==> config.mk <==
export PLATFORM = sky130hd
export DESIGN_NAME = if_prefetch
export DESIGN_NICKNAME = d
export VERILOG_FILES = /design/src/rtl/if_prefetch_pkg.sv /design/src/rtl/if_prefetch_fifo.sv /design/src/rtl/if_prefetch.sv
export SDC_FILE = /design/constraint.sdc
export NUM_CORES = 1
export LEC_CHECK = 0
export ABC_AREA = 1
export BUFFER_PORTS_ARGS = -buffer_cell sky130_fd_sc_hd__clkbuf_2
export CAP_MARGIN = 20
export CORE_MARGIN = 5
export CORE_UTILIZATION = 55
export DETAILED_ROUTE_END_ITERATION = 7
export GPL_TIMING_DRIVEN = 0
export PLACE_DENSITY_LB_ADDON = 0.08
export SETUP_SLACK_MARGIN = 0.02
export SLEW_MARGIN = 0
export SYNTH_ARGS = -nofsm -noshare
export SYNTH_HDL_FRONTEND = slang
export SYNTH_SLANG_ARGS = --single-unit
==> constraint.sdc <==
create_clock -name clk -period 9.5 [get_ports clk]
set_clock_uncertainty 0.05 [all_clocks]
set_input_delay 2.375 -clock clk [delete_from_list [all_inputs] [get_ports clk]]
set_output_delay 2.375 -clock clk [all_outputs]
set_load 0.05 [all_outputs]
==> src/rtl/if_prefetch_pkg.sv <==
// if_prefetch_pkg: shared fetch widths, PC step, default queue depth and queue entry type
`ifndef PC_LENGTH
`define PC_LENGTH 32
`endif
`ifndef INST_LENGTH
`define INST_LENGTH 32
`endif
`ifndef PC_STEP
`define PC_STEP 4
`endif
`ifndef IFQ_DEPTH
`define IFQ_DEPTH 4
`endif
package if_prefetch_pkg;
  localparam int PC_W = `PC_LENGTH;
  localparam int INST_W = `INST_LENGTH;
  localparam logic [PC_W-1:0] PC_INC = PC_W'(`PC_STEP);
  localparam int IFQ_DEPTH = `IFQ_DEPTH;
  typedef struct packed {
    logic [INST_W-1:0] inst;
    logic [PC_W-1:0] pc;
  } ifqEntry_t;
endpackage

==> src/rtl/if_prefetch_fifo.sv <==
// ifq_fifo: synchronous FIFO with push, pop, clear, occupancy count and combinational zeroed-when-empty head
module ifq_fifo #(
  parameter int DEPTH = 4,
  parameter int W = 64
) (
  input  logic                         clk,
  input  logic                         rst,
  input  logic                         push,
  input  logic                         pop,
  input  logic                         clear,
  input  logic [W-1:0]                 din,
  output logic [W-1:0]                 head,
  output logic [$clog2(DEPTH+1)-1:0]   count
);
  localparam int AW = $clog2(DEPTH);
  localparam int CW = $clog2(DEPTH+1);
  localparam logic [CW-1:0] FULL = CW'(DEPTH);
  logic [W-1:0] mem [DEPTH];
  logic [AW-1:0] rdPtr, wrPtr;
  logic doPush, doPop;
  assign doPop = pop && count != '0;
  assign doPush = push && (count != FULL || doPop);
  assign head = count != '0 ? mem[rdPtr] : '0;
  always_ff @(posedge clk) begin
    if (rst || clear) begin
      rdPtr <= '0;
      wrPtr <= '0;
      count <= '0;
    end else begin
      if (doPush) wrPtr <= wrPtr + 1'b1;
      if (doPop) rdPtr <= rdPtr + 1'b1;
      count <= count + CW'(doPush) - CW'(doPop);
    end
  end
  always_ff @(posedge clk)
    if (doPush) mem[wrPtr] <= din;
  a_noOverflow: assert property (@(posedge clk) disable iff (rst || clear) !(push && count == FULL && !doPop));
endmodule

==> src/rtl/if_prefetch.sv <==
// if_prefetch: credit-based instruction prefetch into a queue for decode; IFQ_REDIRECT_EN adds flush/redirect ports
module if_prefetch import if_prefetch_pkg::*; #(
  parameter int DEPTH = IFQ_DEPTH,
  parameter logic [PC_W-1:0] RST_PC = '0
) (
  input  logic              clk,
  input  logic              rst,
  output logic [PC_W-1:0]   pc,
  output logic              romCe,
  input  logic [INST_W-1:0] inst,
  output logic [INST_W-1:0] instOut,
  output logic [PC_W-1:0]   instPc,
  output logic              instValid,
  input  logic              instReady
`ifdef IFQ_REDIRECT_EN
  ,
  input  logic              redirect,
  input  logic [PC_W-1:0]   redirectPc
`endif
);
  localparam int CW = $clog2(DEPTH+1);
  logic flush;
  logic [PC_W-1:0] flushPc;
`ifdef IFQ_REDIRECT_EN
  assign flush = redirect;
  assign flushPc = redirectPc & ~PC_W'(3);
`else
  assign flush = 1'b0;
  assign flushPc = RST_PC;
`endif
  logic pend, pop, credit;
  logic [PC_W-1:0] issuedPc;
  logic [CW-1:0] count;
  ifqEntry_t head, pushEntry;
  assign instValid = count != '0 && !flush;
  assign pop = instValid && instReady;
  assign instOut = head.inst;
  assign instPc = head.pc;
  assign pushEntry = '{inst: inst, pc: issuedPc};
  // queued + in flight + issuing now + the next fetch must fit after this pop
  assign credit = int'(count) + int'(pend) + int'(romCe) < DEPTH + int'(pop);
  always_ff @(posedge clk) begin
    if (rst) begin
      pc <= RST_PC;
      romCe <= 1'b0;
      pend <= 1'b0;
      issuedPc <= '0;
    end else begin
      pc <= flush ? flushPc : romCe ? pc + PC_INC : pc;
      romCe <= flush || credit;
      pend <= romCe && !flush;
      if (romCe) issuedPc <= pc;
    end
  end
  ifq_fifo #(.DEPTH(DEPTH), .W($bits(ifqEntry_t))) u_fifo (
    .clk(clk),
    .rst(rst),
    .push(pend && !flush),
    .pop(pop),
    .clear(flush),
    .din(pushEntry),
    .head(head),
    .count(count)
  );
endmodule

==> impl_metrics.yaml <==
run_status:
  status: "finished, final reports clean"
logic_synthesis:
  ys_types: 30
  ys_ff_latch: 319
  yosysSeqAreaShare: 0.6896
  netlist_instances: 1195
  synth_area_sq_um: 12860
  synth.area.top_cells: "edfxtp_1, dfxtp_1, nor2_1, o21ai_0, a21oi_1"
  yosysTopAreaCell: "edfxtp_1"
  synth_warnings: 0
  synth_top_area_frac: 0.5790
  postSynthAreaPerCell_sq_um: 10.76
sta:
  rsz0062_at_grt: "no"
  fin_ws_ns: 4.487
  period_share: 0.5277
  final-max-slew-violation-count: 0
  fmax_mhz: 199.5
  finalSetupViolations: 0
  worst_slew_pin_slew_ns: 0.6412
  setup_tns_ns: 0
  finalCriticalPeriod_ns: 5.013
  maxSlewHeadroom: 0.5721
  hold_viol_final: 0
setup_path:
  cp_cell_sequence: "buf_2 -> inv_2 -> buf_4 -> clkbuf_1 -> o21ai_0 -> a21oi_1 -> clkbuf_2"
  slowest_delay_ns: 0.42
  worst_path_max_delay_cell: "clkbuf_1"
  arrival_ns: 2.59
  r2r_start: "u_fifo.count[1]"
  crit_path_start_kind: "flop"
  criticalPathCategory: "flop to output pin"
  path_delay_family: "buffers and inverters"
  crit_fanout: 10
  reg2regPathDepth: 10
  rr_endpoint: "u_fifo.count[2]"
  ff2ff_setup_slack_ns: 6.91
  crit_path_end_kind: "output pin"
  crit_buf_inv: 5
  crit_required_ns: 7.08
routing:
  drtPass1Iterations: 8
  ant_nets: 0
  wl_per_cell_um: 17.25
  drcViolationCount: 0
  vias: 9084
  drt-initial-drc-count: 619
  totalWireLength_um: 29540
  vias_per_cell: 5.303
pwr:
  power.density_nw_per_um2: 293.2
  power.leakage_uw: 0.005661
  peakVddDrop_mv: 0.1644
min_path:
  min-delay-start: "u_fifo.rdPtr[0]"
  hold_depth: 1
  hold_end: "u_fifo.rdPtr[0]"
  hp-class: "flop to flop"
clock_network:
  cts_made_buffers: 34
  tritoncts: "built"
  hold_buffers: 0
  clkSinkCount: 319
  cts_setup_buffers: 0
  clkLatencyLatePin_ns: 0.49
  cts_root_buf: "clkbuf_16"
  cts_max_level: 2
  clk_pin_slew_worst_paths_ns: 0.06
  clk_path_buf_depth: 3
  cts_resized: 0
global_route:
  grt_max_degree: 31
  gr-total-overflow: 0
  grt_pass1_wl_um: 46430
  grt_pass1_vias: 8788
  grt_use_total: 0.2225
  antenna_found_initial: 0
placement:
  place_ws_ns: 4.996
  io_buffers: 128
  dpl.hpwl_um: 19300
  dpl_cell_area_sq_um: 14110
  gp_congestion: 0.8091
floorplan:
  floorplan.initialDensity: 0.5529
  ios: 133
  chipWidth_um: 162.9
  coreArea_sq_um: 23260
  chipHeight_um: 162.9
  dieArea_sq_um: 26540
  row_count: 56
layout:
  multiInputGateArea_sq_um: 3475
  final_cell_mix: "nor2_1, edfxtp_1, o21ai_0, clkbuf_2, a21oi_1"
  diodes: 0
  nets: 1416
  fin_area_sq_um: 15140
  layout.area.seq_sq_um: 8869
  final_common_cell: "nor2_1"
  drive_above_1_share: 0.1679
  nFillCells: 1810
  area_growth_pct: 17.75
run:
  max_cap_viol_count: 0
-- worst reg2reg max path, stage by stage, from the launching register on --
cell,delay (ns)
dfxtp_1,0.33
inv_1,0.10
nand2_1,0.09
nor2_2,0.50
nor2_1,0.26
ha_1,0.34
inv_1,0.04
ha_1,0.18
fa_1,0.38
xor2_1,0.14
nor2_1,0.05
-- Yosys cell counts --
master      n
buf_6       1
xor2_1      2
nand2_4     1
inv_2       3
nor2_1    328
buf_2      12
nor2_2      8
o21ai_0   162
conb_1      1
nand4_1    12
inv_1      64
nor3_2      1
dfxtp_1    71
nand3_2     1
fa_1        2
a21oi_1   100
nor3_1      2
edfxtp_1  248
clkbuf_1   36
ha_1        9
nand3_1    25
nor2_4      8
nand2_2     5
a211oi_1    2
nand2_1    71
buf_4      11
nand3b_1    1
clkinv_1    1
o21ai_1     3
buf_1       4
-- layer usage --
layer,wire [um],global-route usage,up-vias
met3,2032,0.03569,48
met1,12530,0.3058,4276
li1,-,-,4446
met5,0,0,-
met2,14330,0.3700,314
met4,651,0.06596,0
-- cells by family (layout without fill, tap and decap cells) --
family	count (synthesis)	in the layout	share of synthesized area
AO/OA/AOI/OAI	267	267	0.1043
XOR/XNOR	2	2	0.001362
adder cells (fa/ha/maj)	11	11	0.01187
buffers and inverters	132	328	0.04349
flip-flops	319	319	0.6896
other	1	4	0.0002916
AND/OR/NAND/NOR	463	463	0.1491
-- worst max-delay path by stage --
| stage | startpoint | depth (start not counted) | to | slack, ns |
|---|---|---|---|---|
| 6_report | flop | 7 | instPc[14] | 4.49 |
| 5_1_grt | flop | 7 | instPc[17] | 4.37 |
| 4_1_cts | flop | 7 | instPc[17] | 4.48 |
| 3_5_place_dp | instReady | 9 | u_fifo.mem[2][40] | 5.00 |
| 3_3_place_gp | instReady | 7 | u_fifo.mem[1][40] | 1.33 |
| 2_1_floorplan | instReady | 6 | u_fifo.mem[0][10] | 3.58 |
-- sequential cells by signal, summed over array words and instances, names as in the netlist, named ones only --
register      cells
u_fifo.mem      248
issuedPc         30
pc               30
u_fifo.count      3
u_fifo.rdPtr      2
u_fifo.wrPtr      2
pend              1
romCe             1
-- cell type report --
class,instances,area share
Multi-Input combinational cell,747,0.2294
Inverter,68,0.01685
Buffer,64,0.02008
Clock buffer,48,0.06304
Tap cell,319,0.02635
Timing Repair Buffer,136,0.05337
Sequential cell,319,0.5856
Clock inverter,12,0.005288
-- metrics by stage --
step | utilization | hold slack (ns) | power, uW | std cells
after global routing | 0.6510 | 0.4466 | 4648 | 1713
after global placement | 0.5981 | 0.4065 | 3228 | 1645
after CTS | 0.6510 | 0.4338 | 4472 | 1713
after detailed placement | 0.6066 | 0.4227 | 3253 | 1653
final | 0.6510 | 0.4298 | 4440 | 1713
after floorplan | - | 0.3915 | 2814 | 1198
-- where the power goes --
part,switching (uW),internal [uW],leakage [uW],total (uW)
logic,1190,320,0.00230,1510
clock network,496,726,0.000506,1220
registers,62.4,1640,0.00285,1700
total,1750,2690,0.00566,4440
Note: power is estimated with default switching activity, not from simulation.
